**config.mk**
```make
export PLATFORM = sky130hd
export DESIGN_NAME = apb_alu_sched_flat
export DESIGN_NICKNAME = d
export VERILOG_FILES = /design/src/rtl/apb_alu_pkg.sv /design/src/rtl/apb_alu_sched_if.sv /design/src/rtl/rr_arb2.sv /design/src/rtl/apb_alu_sched.sv /design/src/flat_wrapper.sv
export SDC_FILE = /design/constraint.sdc
export NUM_CORES = 1
export LEC_CHECK = 0
export ABC_CLOCK_PERIOD_IN_PS = 4400
export BUFFER_PORTS_ARGS = -buffer_cell sky130_fd_sc_hd__buf_4
export CAP_MARGIN = 25
export CELL_PAD_IN_SITES_DETAIL_PLACEMENT = 0
export CELL_PAD_IN_SITES_GLOBAL_PLACEMENT = 1
export CORE_MARGIN = 1
export CORE_UTILIZATION = 36
export DETAILED_ROUTE_END_ITERATION = 7
export PLACE_DENSITY_LB_ADDON = 0.1
export SLEW_MARGIN = 20
export SYNTH_ARGS = -nofsm -noshare
export SYNTH_HDL_FRONTEND = slang
export SYNTH_HIERARCHICAL = 1
export SYNTH_SLANG_ARGS = --single-unit
```
**constraint.sdc**
```tcl
create_clock -name PCLK -period 4.4 [get_ports PCLK]
set_input_delay 0.44 -clock PCLK [delete_from_list [all_inputs] [get_ports PCLK]]
set_output_delay 0.44 -clock PCLK [all_outputs]
set_load 0.05 [all_outputs]
```
**src/rtl/apb_alu_pkg.sv**
```systemverilog
// Shared definitions for the APB ALU scheduler.
// Holds the scheduler FSM state type, the ALU opcode encodings, the ALU
// device register offsets and a helper that maps a transfer step to its
// register address.
package apb_alu_pkg;

    typedef enum logic [1:0] {
        ST_IDLE   = 2'd0,
        ST_SETUP  = 2'd1,
        ST_ACCESS = 2'd2,
        ST_RESP   = 2'd3
    } state_t;

    // Opcode encodings as seen on req_op and written to the CTRL register.
    localparam logic [1:0] OP_ILLEGAL = 2'd0;
    localparam logic [1:0] OP_AND     = 2'd1;
    localparam logic [1:0] OP_OR      = 2'd2;
    localparam logic [1:0] OP_XOR     = 2'd3;

    // ALU device register map.
    localparam logic [31:0] REG_OPA  = 32'h0000_0000;
    localparam logic [31:0] REG_OPB  = 32'h0000_0004;
    localparam logic [31:0] REG_RES  = 32'h0000_0008;
    localparam logic [31:0] REG_CTRL = 32'h0000_000C;

    // Step 0 writes A, step 1 writes B, step 2 writes the opcode, step 3
    // reads the result back.
    function automatic logic [31:0] step_addr(input logic [1:0] step);
        logic [31:0] addr;
        case (step)
            2'd0:    addr = REG_OPA;
            2'd1:    addr = REG_OPB;
            2'd2:    addr = REG_CTRL;
            default: addr = REG_RES;
        endcase
        return addr;
    endfunction

endpackage

```
**src/rtl/apb_alu_sched_if.sv**
```systemverilog
// Bundle of the requester handshake, the response strobe and the APB bus
// toward the ALU device.
//   master : the scheduler side (drives req_ready, rsp_*, APB controls)
//   slave  : the environment side (requesters, response sink, APB device)
// Handshake: a requester raises req_valid[n] with its operands and holds
// them stable until req_ready[n] is seen high; the job transfers on the
// rising clock edge where both are high. rsp_valid is a one-cycle strobe
// with no backpressure.
interface apb_alu_sched_if;

    logic [1:0]  req_valid;
    logic [1:0]  req_ready;
    logic [63:0] req_a;
    logic [63:0] req_b;
    logic [3:0]  req_op;

    logic        rsp_valid;
    logic        rsp_id;
    logic [31:0] rsp_data;
    logic        rsp_err;

    logic        PSEL;
    logic        PENABLE;
    logic        PWRITE;
    logic [31:0] PADDR;
    logic [31:0] PWDATA;
    logic [31:0] PRDATA;
    logic        PREADY;

    modport master (
        input  req_valid, req_a, req_b, req_op, PRDATA, PREADY,
        output req_ready, rsp_valid, rsp_id, rsp_data, rsp_err,
        output PSEL, PENABLE, PWRITE, PADDR, PWDATA
    );

    modport slave (
        output req_valid, req_a, req_b, req_op, PRDATA, PREADY,
        input  req_ready, rsp_valid, rsp_id, rsp_data, rsp_err,
        input  PSEL, PENABLE, PWRITE, PADDR, PWDATA
    );

endinterface

```
**src/rtl/rr_arb2.sv**
```systemverilog
// Two-way round-robin arbiter.
// Ports:
//   i_clk, i_rst    : clock, asynchronous active-high reset
//   i_valid[1:0]    : request lines
//   i_enable        : grants may be issued this cycle
//   o_grant[1:0]    : one-hot grant (zero when disabled or no request)
//   o_grant_id      : index of the requester that would be granted
// A lone requester always wins; with both requesting, the one not granted
// last wins. The last-grant register resets to 1 so requester 0 wins the
// first contested round.
module rr_arb2 (
    input  logic       i_clk,
    input  logic       i_rst,
    input  logic [1:0] i_valid,
    input  logic       i_enable,
    output logic [1:0] o_grant,
    output logic       o_grant_id
);

    logic r_last;
    logic w_pick;

    always_comb begin
        w_pick = (i_valid == 2'b11) ? ~r_last : i_valid[1];
        o_grant_id = w_pick;
        o_grant = 2'b00;
        if (i_enable && (i_valid != 2'b00)) begin
            o_grant = w_pick ? 2'b10 : 2'b01;
        end
    end

    always_ff @(posedge i_clk or posedge i_rst) begin
        if (i_rst) begin
            r_last <= 1'b1;
        end else if (o_grant != 2'b00) begin
            r_last <= w_pick;
        end
    end

endmodule

```
**src/rtl/apb_alu_sched.sv**
```systemverilog
// Scheduler that serves two requesters by running each job on an APB ALU
// device: write A, write B, write the opcode, read the result.
// Ports:
//   PCLK, PRESET : clock, asynchronous active-high reset
//   bus          : requester handshake, response strobe and APB master
//   o_dbg_state  : current FSM state
// Parameter TIMEOUT bounds the ACCESS cycles waited for PREADY; on expiry
// the job ends with rsp_err=1 and the remaining steps are skipped.
module apb_alu_sched
    import apb_alu_pkg::*;
#(
    parameter int TIMEOUT = 16
) (
    input  logic               PCLK,
    input  logic               PRESET,
    apb_alu_sched_if.master    bus,
    output state_t             o_dbg_state
);

    localparam int WAIT_W = $clog2(TIMEOUT + 1);
    localparam logic [WAIT_W-1:0] WAIT_LAST = WAIT_W'(TIMEOUT - 1);

    state_t            r_state;
    logic [1:0]        r_step;
    logic [WAIT_W-1:0] r_wait;
    logic [31:0]       r_b;
    logic [1:0]        r_op;
    logic              r_id;

    logic              r_psel;
    logic              r_penable;
    logic              r_pwrite;
    logic [31:0]       r_paddr;
    logic [31:0]       r_pwdata;

    logic              r_rsp_valid;
    logic              r_rsp_id;
    logic [31:0]       r_rsp_data;
    logic              r_rsp_err;

    logic              w_arb_en;
    logic [1:0]        w_grant;
    logic              w_gid;
    logic              w_accept;
    logic [31:0]       w_a;
    logic [31:0]       w_b;
    logic [1:0]        w_op;
    logic [1:0]        w_step_nx;
    logic [31:0]       w_wdata_nx;

    // Grants only in IDLE and never while reset is held, so req_ready has
    // no path from the APB side.
    assign w_arb_en = (r_state == ST_IDLE) && !PRESET;

    rr_arb2 u_arb (
        .i_clk      (PCLK),
        .i_rst      (PRESET),
        .i_valid    (bus.req_valid),
        .i_enable   (w_arb_en),
        .o_grant    (w_grant),
        .o_grant_id (w_gid)
    );

    assign w_accept      = (w_grant != 2'b00);
    assign bus.req_ready = w_grant;

    always_comb begin
        w_a  = w_gid ? bus.req_a[63:32] : bus.req_a[31:0];
        w_b  = w_gid ? bus.req_b[63:32] : bus.req_b[31:0];
        w_op = w_gid ? bus.req_op[3:2]  : bus.req_op[1:0];
    end

    // Write data for the step that follows the current one. Step 0 is only
    // entered from IDLE, where A is loaded straight into PWDATA, so A never
    // needs its own holding register.
    always_comb begin
        w_step_nx = r_step + 2'd1;
        case (w_step_nx)
            2'd1:    w_wdata_nx = r_b;
            2'd2:    w_wdata_nx = {30'd0, r_op};
            default: w_wdata_nx = 32'd0;
        endcase
    end

    always_ff @(posedge PCLK or posedge PRESET) begin
        if (PRESET) begin
            r_state     <= ST_IDLE;
            r_step      <= 2'd0;
            r_wait      <= '0;
            r_b         <= 32'd0;
            r_op        <= 2'd0;
            r_id        <= 1'b0;
            r_psel      <= 1'b0;
            r_penable   <= 1'b0;
            r_pwrite    <= 1'b0;
            r_paddr     <= 32'd0;
            r_pwdata    <= 32'd0;
            r_rsp_valid <= 1'b0;
            r_rsp_id    <= 1'b0;
            r_rsp_data  <= 32'd0;
            r_rsp_err   <= 1'b0;
        end else begin
            r_rsp_valid <= 1'b0;
            case (r_state)
                ST_IDLE: begin
                    r_step <= 2'd0;
                    r_wait <= '0;
                    if (w_accept) begin
                        r_b  <= w_b;
                        r_op <= w_op;
                        r_id <= w_gid;
                        if (w_op == OP_ILLEGAL) begin
                            // Illegal opcode: answer at once, bus untouched.
                            r_state     <= ST_RESP;
                            r_rsp_valid <= 1'b1;
                            r_rsp_id    <= w_gid;
                            r_rsp_data  <= 32'd0;
                            r_rsp_err   <= 1'b1;
                        end else begin
                            r_state   <= ST_SETUP;
                            r_psel    <= 1'b1;
                            r_penable <= 1'b0;
                            r_pwrite  <= 1'b1;
                            r_paddr   <= step_addr(2'd0);
                            r_pwdata  <= w_a;
                        end
                    end
                end

                ST_SETUP: begin
                    r_state   <= ST_ACCESS;
                    r_penable <= 1'b1;
                    r_wait    <= '0;
                end

                ST_ACCESS: begin
                    if (bus.PREADY) begin
                        if (r_step == 2'd3) begin
                            r_state     <= ST_RESP;
                            r_psel      <= 1'b0;
                            r_penable   <= 1'b0;
                            r_pwrite    <= 1'b0;
                            r_paddr     <= 32'd0;
                            r_pwdata    <= 32'd0;
                            r_rsp_valid <= 1'b1;
                            r_rsp_id    <= r_id;
                            r_rsp_data  <= bus.PRDATA;
                            r_rsp_err   <= 1'b0;
                        end else begin
                            r_state   <= ST_SETUP;
                            r_step    <= w_step_nx;
                            r_penable <= 1'b0;
                            r_pwrite  <= (w_step_nx != 2'd3);
                            r_paddr   <= step_addr(w_step_nx);
                            r_pwdata  <= w_wdata_nx;
                        end
                    end else if (r_wait == WAIT_LAST) begin
                        // This is the TIMEOUT-th cycle without PREADY: abort.
                        r_state     <= ST_RESP;
                        r_psel      <= 1'b0;
                        r_penable   <= 1'b0;
                        r_pwrite    <= 1'b0;
                        r_paddr     <= 32'd0;
                        r_pwdata    <= 32'd0;
                        r_rsp_valid <= 1'b1;
                        r_rsp_id    <= r_id;
                        r_rsp_data  <= 32'd0;
                        r_rsp_err   <= 1'b1;
                    end else begin
                        r_wait <= r_wait + WAIT_W'(1);
                    end
                end

                ST_RESP: begin
                    r_state    <= ST_IDLE;
                    r_step     <= 2'd0;
                    r_rsp_id   <= 1'b0;
                    r_rsp_data <= 32'd0;
                    r_rsp_err  <= 1'b0;
                end

                default: begin
                    r_state <= ST_IDLE;
                end
            endcase
        end
    end

    assign bus.PSEL      = r_psel;
    assign bus.PENABLE   = r_penable;
    assign bus.PWRITE    = r_pwrite;
    assign bus.PADDR     = r_paddr;
    assign bus.PWDATA    = r_pwdata;
    assign bus.rsp_valid = r_rsp_valid;
    assign bus.rsp_id    = r_rsp_id;
    assign bus.rsp_data  = r_rsp_data;
    assign bus.rsp_err   = r_rsp_err;
    assign o_dbg_state   = r_state;

endmodule

```
**src/flat_wrapper.sv**
```systemverilog
// flat-port wrapper written by rule: the top's interface ports become plain ports
module apb_alu_sched_flat import apb_alu_pkg::*;
#(
    parameter int TIMEOUT = 16
)
  (PCLK, PRESET, o_dbg_state, bus_req_valid, bus_req_a, bus_req_b, bus_req_op, bus_PRDATA, bus_PREADY, bus_req_ready, bus_rsp_valid, bus_rsp_id, bus_rsp_data, bus_rsp_err, bus_PSEL, bus_PENABLE, bus_PWRITE, bus_PADDR, bus_PWDATA);
  apb_alu_sched_if bus_i ();
  input  logic PCLK;
  input  logic PRESET;
  output state_t o_dbg_state;
  input wire logic [$bits(bus_i.req_valid)-1:0] bus_req_valid;
  input wire logic [$bits(bus_i.req_a)-1:0] bus_req_a;
  input wire logic [$bits(bus_i.req_b)-1:0] bus_req_b;
  input wire logic [$bits(bus_i.req_op)-1:0] bus_req_op;
  input wire logic [$bits(bus_i.PRDATA)-1:0] bus_PRDATA;
  input wire logic [$bits(bus_i.PREADY)-1:0] bus_PREADY;
  output wire logic [$bits(bus_i.req_ready)-1:0] bus_req_ready;
  output wire logic [$bits(bus_i.rsp_valid)-1:0] bus_rsp_valid;
  output wire logic [$bits(bus_i.rsp_id)-1:0] bus_rsp_id;
  output wire logic [$bits(bus_i.rsp_data)-1:0] bus_rsp_data;
  output wire logic [$bits(bus_i.rsp_err)-1:0] bus_rsp_err;
  output wire logic [$bits(bus_i.PSEL)-1:0] bus_PSEL;
  output wire logic [$bits(bus_i.PENABLE)-1:0] bus_PENABLE;
  output wire logic [$bits(bus_i.PWRITE)-1:0] bus_PWRITE;
  output wire logic [$bits(bus_i.PADDR)-1:0] bus_PADDR;
  output wire logic [$bits(bus_i.PWDATA)-1:0] bus_PWDATA;
  assign bus_i.req_valid = bus_req_valid;
  assign bus_i.req_a = bus_req_a;
  assign bus_i.req_b = bus_req_b;
  assign bus_i.req_op = bus_req_op;
  assign bus_i.PRDATA = bus_PRDATA;
  assign bus_i.PREADY = bus_PREADY;
  assign bus_req_ready = bus_i.req_ready;
  assign bus_rsp_valid = bus_i.rsp_valid;
  assign bus_rsp_id = bus_i.rsp_id;
  assign bus_rsp_data = bus_i.rsp_data;
  assign bus_rsp_err = bus_i.rsp_err;
  assign bus_PSEL = bus_i.PSEL;
  assign bus_PENABLE = bus_i.PENABLE;
  assign bus_PWRITE = bus_i.PWRITE;
  assign bus_PADDR = bus_i.PADDR;
  assign bus_PWDATA = bus_i.PWDATA;
  apb_alu_sched #(.TIMEOUT(TIMEOUT)) u_core (.PCLK(PCLK), .PRESET(PRESET), .bus(bus_i), .o_dbg_state(o_dbg_state));
endmodule
```
* Yosys cells after proc, flatten, opt, wreduce, memory -nomap -nowiden
Index checks and enable logic that the tools add are counted.
Widths: inputs -> output; s select.
** Cells by class
- Add/sub/neg operators :: 2
- Equal/unequal tests :: 18
- Multiplexer cells :: 66
- Bitwise gates (word level) :: 1
- Reductions and logical operators :: 23
** Operators by type and width (number)
- $mux 32 :: 15
- $pmux 32 s2 :: 3
- $pmux 32 s3 :: 1
- $mux 1 :: 25
- $mux 2 :: 10
- $ne 2x2->1 const B :: 7
- $pmux 4 s3 :: 1
- $eq 2x2->1 const B :: 5
- $mux 5 :: 2
- $pmux 5 s2 :: 1
- $reduce_and 5->1 :: 2
- $reduce_bool 2->1 :: 5
- $pmux 1 s3 :: 3
- $pmux 2 s4 :: 1
- $reduce_and 4->1 :: 2
- $logic_not 2->1 :: 3
- $ne 3x2->1 const B :: 2
- $pmux 1 s2 :: 3
- $reduce_and 3->1 :: 2
- $reduce_bool 3->1 :: 2
- $add 5x1->5 const B :: 1
- $eq 5x4->1 const B :: 1
- $eq 2x1->1 const B :: 2
- $pmux 2 s2 :: 1
- 7 further kinds :: 10
** Word-level totals
- Register bits :: 147
- Bits of input ports :: 169
- Output and inout bits :: 106

* Logic depth before layout (Yosys ltp)
- Word-level depth :: 7
- Depth in mapped cells :: 12

* Modules after synthesis
Netlist, hierarchy kept.
** By module, submodules not included
- apb_alu_sched :: instances 1, cells each 569, area an instance 6241.0 sq um, seq. area each 2902.8 sq um
- rr_arb2 :: instances 1, cells each 9, area an instance 71.3 sq um, seq. area each 26.3 sq um

* Worst setup path before layout
No wires, ideal clock.
- Path type :: register to register
- From :: register u_core.r_state[0], in the netlist u_core/o_dbg_state[0]
- To :: register u_core.r_rsp_data[10], in the netlist u_core/bus.rsp_data[10]
- Library setup time :: 0.125 ns
- Data arrival time :: 3.678 ns
- Data required time :: 4.275 ns
- Slack :: 0.597 ns
- Stages on the path, launching flop included :: 13
- Path buffers :: 2
- Clock period less this slack :: 3.803 ns
- Path through :: dfrtp_1 inv_1 ha_1 inv_1 nor2_1 nand2_1 a21oi_1 nor2_1 a22oi_4 or4b_1 buf_4 buf_6 mux2_4
** Between the ends
- Word-level cells in the longest chain between the ends :: 7
- Elaborated cells on any way between the ends :: 14
- Classes of those cells :: eq/ne: 6; mux: 2; reduce/logical: 6
** Ends and longest elaborated chain
- start: declaration :: RTL line apb_alu_sched.sv:23 : state_t r_state;
- start signal: assignment :: RTL line apb_alu_sched.sv:87 : r_state <= ST_IDLE;
- start signal: assignment :: RTL line apb_alu_sched.sv:114 : r_state <= ST_RESP;
- start signal: assignment :: RTL line apb_alu_sched.sv:120 : r_state <= ST_SETUP;
- $logic_not 2->1 :: RTL line apb_alu_sched.sv:53 : assign w_arb_en = (r_state == ST_IDLE) && !PRESET;
- $logic_and 1x1->1 :: RTL line apb_alu_sched.sv:53
- net u_core.w_arb_en :: RTL line apb_alu_sched.sv:41 : logic w_arb_en;
- $logic_and 1x1->1 :: RTL line rr_arb2.sv:27 : if (i_enable && (i_valid != 2'b00)) begin
- $mux 2 :: RTL line rr_arb2.sv:27
- net bus_req_ready[0] :: RTL line flat_wrapper.sv:17 : output wire logic [$bits(bus_i.req_ready)-1:0] bus_req_ready;
- $reduce_bool 2->1 :: RTL line apb_alu_sched.sv:64 : assign w_accept = (w_grant != 2'b00);
- $ne 2x1->1 (no source line)
- $reduce_and 5->1 (no source line)
- end signal: assignment :: RTL line apb_alu_sched.sv:147 : r_rsp_data <= bus.PRDATA;
- end: declaration :: RTL line apb_alu_sched.sv:38 : logic [31:0] r_rsp_data;
The timed path passes the listed nets, and every way through them passes these cells.
A chain may end at the register's enable or synchronous reset.

* Worst setup path in the final report
- From :: register u_core.r_state[0], in the netlist u_core/o_dbg_state[0]
- To :: register u_core.r_rsp_data[1], in the netlist u_core/bus.rsp_data[1]
** Between the ends
- Word-level cells in the longest chain between the ends :: 7
- Elaborated cells on any way between the ends :: 14
- Classes of those cells :: eq/ne: 6; mux: 2; reduce/logical: 6
** Ends and longest elaborated chain (RTL line)
- $logic_not 2->1 :: apb_alu_sched.sv:53
- $logic_and 1x1->1 :: apb_alu_sched.sv:53
- net u_core.w_arb_en :: apb_alu_sched.sv:41
- $logic_and 1x1->1 :: rr_arb2.sv:27
- $mux 2 :: rr_arb2.sv:27
- $reduce_bool 2->1 :: apb_alu_sched.sv:64
- $ne 2x1->1 (no source line)
- $reduce_and 5->1 (no source line)
The timed path passes the listed nets, and every way through them passes these cells.

==> flow_summary.ini <==
[logic_synthesis]
synth_cell_types = 43
yosysWarnings = 6
ys_top_cells_by_count = 116 x dfrtp_1, 74 x o21ai_0, 71 x mux2i_1
synthDominantCellAreaShare_pct = 46.0
async_flop_share_pct = 100
synth_seq_cells = 117
postSynthCellCount = 578
syn_avg_cell_area_um2 = 10.9
synth_top_cell_by_area = dfrtp_1
yosys_most_used_dff = dfrtp_1
yosysSeqAreaShare_pct = 46.4
synth_edf_count = 0
synth_most_common_cell = dfrtp_1
netlist_top_cells_area = dfrtp_1 46%, mux2i_1 11%, mux2_2 7.5%
syn-cell-area_um2 = 6310

[setup_path]
crit_end = u_core/bus.rsp_data[1]
required_ps = 4690
crit_chain = inv_1 > ha_1 > inv_1 > nor2_1 > nand2_1 > a21oi_1 > nor2_1 > a22oi_4 > or4b_4 > mux2_4
crit_fanout = 34
worstSetupPathDepth = 10
reg2reg_slack_ps = 980
reg2reg_to = u_core/bus.rsp_data[1]
cp-startpoint = u_core/o_dbg_state[0]
path_buf_inv = 2
critPathTopFamily = simple AND/OR/NAND/NOR gates
cp_slowest_cell = or4b_4
criticalPathCategory = register to register
crit_arrival_ps = 3710
cp-start-kind = register
crit_path_end_kind = register
r2r-start = u_core/o_dbg_state[0]
rr_worst_depth = 10
slowest_delay_ps = 810

[worst_hold_path]
hold_class = primary input to asynchronous set/reset pin

[cells_and_area]
antenna_cells = 0
drive_gt1_share_pct = 44.2
multi_input_area_um2 = 3060
num-fill-cells = 1596
fin_area_um2 = 8830
final_util_pct = 51.2
synthToLayoutAreaGrowth_pct = 39.9
stdcell_count = 1046
seqCellArea_um2 = 2930
nNetsFinal = 988

[die]
rows = 48
initial_core_util_pct = 36.6
die_w_um = 134
core_area_um2 = 17200
dieArea_um2 = 18100
die_y_um = 134
ios = 275

[drt]
via_per_inst = 4.82
first_pass_iters = 6
vias = 5043
drc = 0
wire_per_inst_um = 15.9
routed_wl_mm = 16.6
ant_nets = 0
drtIter0Drc = 215

[placement]
portBuffers = 244
place_area_um2 = 8220
gp_congestion = 0.764
place_inst = 1014
dp_slack_ps = 1000
hpwl_mm = 12.2

[clock_network]
clkLatencyLatePin_ps = 410
cts_made_buffers = 17
cts_resized = 0
path_clk_slew_ps = 50
cts_tree = yes
cts_setup_buffers = 0
cts_root_buf = clkbuf_16
cts.sinks = 117
postCtsHoldBufs = 0
cts_buffer_depth = 2
cts_max_level = 4

[sta]
hold-worst-slack_ps = 53.5
final_max_slew_viol_count = 0
skew_ps = 6.54
fin_crit_ps = 3420
fmax_mhz = 292
finalSetupViolCount = 0
worstMarginPinSlew_ps = 909
max_slew_margin_pct = 39.2
hold_viol_final = 0
rsz0062_at_grt = false
period_share_pct = 77.8
setup_tns_ps = 0
timing.final.ws_setup_ps = 976

[global_routing]
grt_use_total_pct = 18.9
grt_pass1_vias = 5110
grt_max_degree = 54
grt_pass1_wl_mm = 26.1
grt_overflow = 0
antenna_found_initial = 0

[pwr]
p_per_area_nw_per_um2 = 740
clkPwrFrac_pct = 22.1
comb_power_share_pct = 50.6
power_leakage_nw = 4.57
vdd_drop_max_uv = 388
power.switching_mw = 2.79
internal-power_mw = 3.74
p_total_mw = 6.54
p_sw_share_pct = 42.7
seq_power_share_pct = 27.3

[job]
maxCapViolations = 0

[outcome]
outcome = complete, no violations
flip-flops by register name (all words and copies together) (netlist names), 2 cells and up:
register and flops:
u_core/bus.rsp_data 32, u_core/r_step 2, u_core/r_b 32, u_core/r_wait 5, u_core/bus.PADDR 2, u_core/r_op 2, u_core/o_dbg_state 2, u_core/bus.PWDATA 32
power groups by stage:
stage | clock [mW] | combinational, mW | sequential [mW]
detailed placement | 0 | 3.35 | 1.81
global placement | 0 | 3.30 | 1.78
floorplan | 0 | 1.46 | 2.75
finish | 1.44 | 3.31 | 1.78
global route | 1.54 | 3.53 | 1.85
CTS | 1.48 | 3.35 | 1.79
cell usage in the layout (no fill, tap or decap), drive strengths merged, types with 2 or more instances in the layout:
master	synthesis	routed
buf	45	252
dfrtp	116	116
o211ai	3	3
ha	11	11
bufinv	0	4
clkinv	0	5
nor2	6	6
mux2	71	71
nand2	70	70
a21o	2	2
conb	1	30
clkbuf	25	22
a21boi	2	2
and3	34	34
o21ai	76	76
nor2b	2	2
nand3	6	6
a21oi	6	6
inv	13	13
mux2i	71	71
how the worst min path moves through the flow:
stage,from,end,slack (ps)
after CTS,PRESET,u_core/u_arb/r_last,50
after global placement,u_core/r_b[21],u_core/r_b[21],460
after global routing,PRESET,u_core/u_arb/r_last,50
after floorplan,PRESET,u_core/u_arb/r_last,330
final,PRESET,u_core/bus.PENABLE,50
after detailed placement,u_core/r_b[22],u_core/r_b[22],470
cells by family (layout without fill, tap and decap cells):
family	Yosys count	in the layout	share of synthesized area, %
AO/OA/AOI/OAI	96	96	8.48
adder cells (fa/ha/maj)	11	11	2.18
buffers and inverters	83	297	7.39
flip-flops	117	117	46.4
multiplexers	142	142	25.6
other	1	30	0.0594
AND/OR/NAND/NOR	128	128	9.83
per-layer routing:
metal | wire length (um) | global-route usage (%) | up-vias
met5 | 0 | 0 | -
met4 | 248 | 6.80 | 0
met3 | 1120 | 5.56 | 19
met2 | 8260 | 31.6 | 197
met1 | 7000 | 23.0 | 2412
li1 | - | - | 2415
cell type report:
type                            count  share of cell area [%]
Inverter                           13                   0.581
Clock buffer                       22                    5.26
Sequential cell                   117                    33.2
Clock inverter                     10                    1.73
Timing Repair Buffer              252                    21.4
Multi-Input combinational cell    407                    34.7
Tap cell                          225                    3.19
No activity file was read; power rests on OpenSTA's default activity.
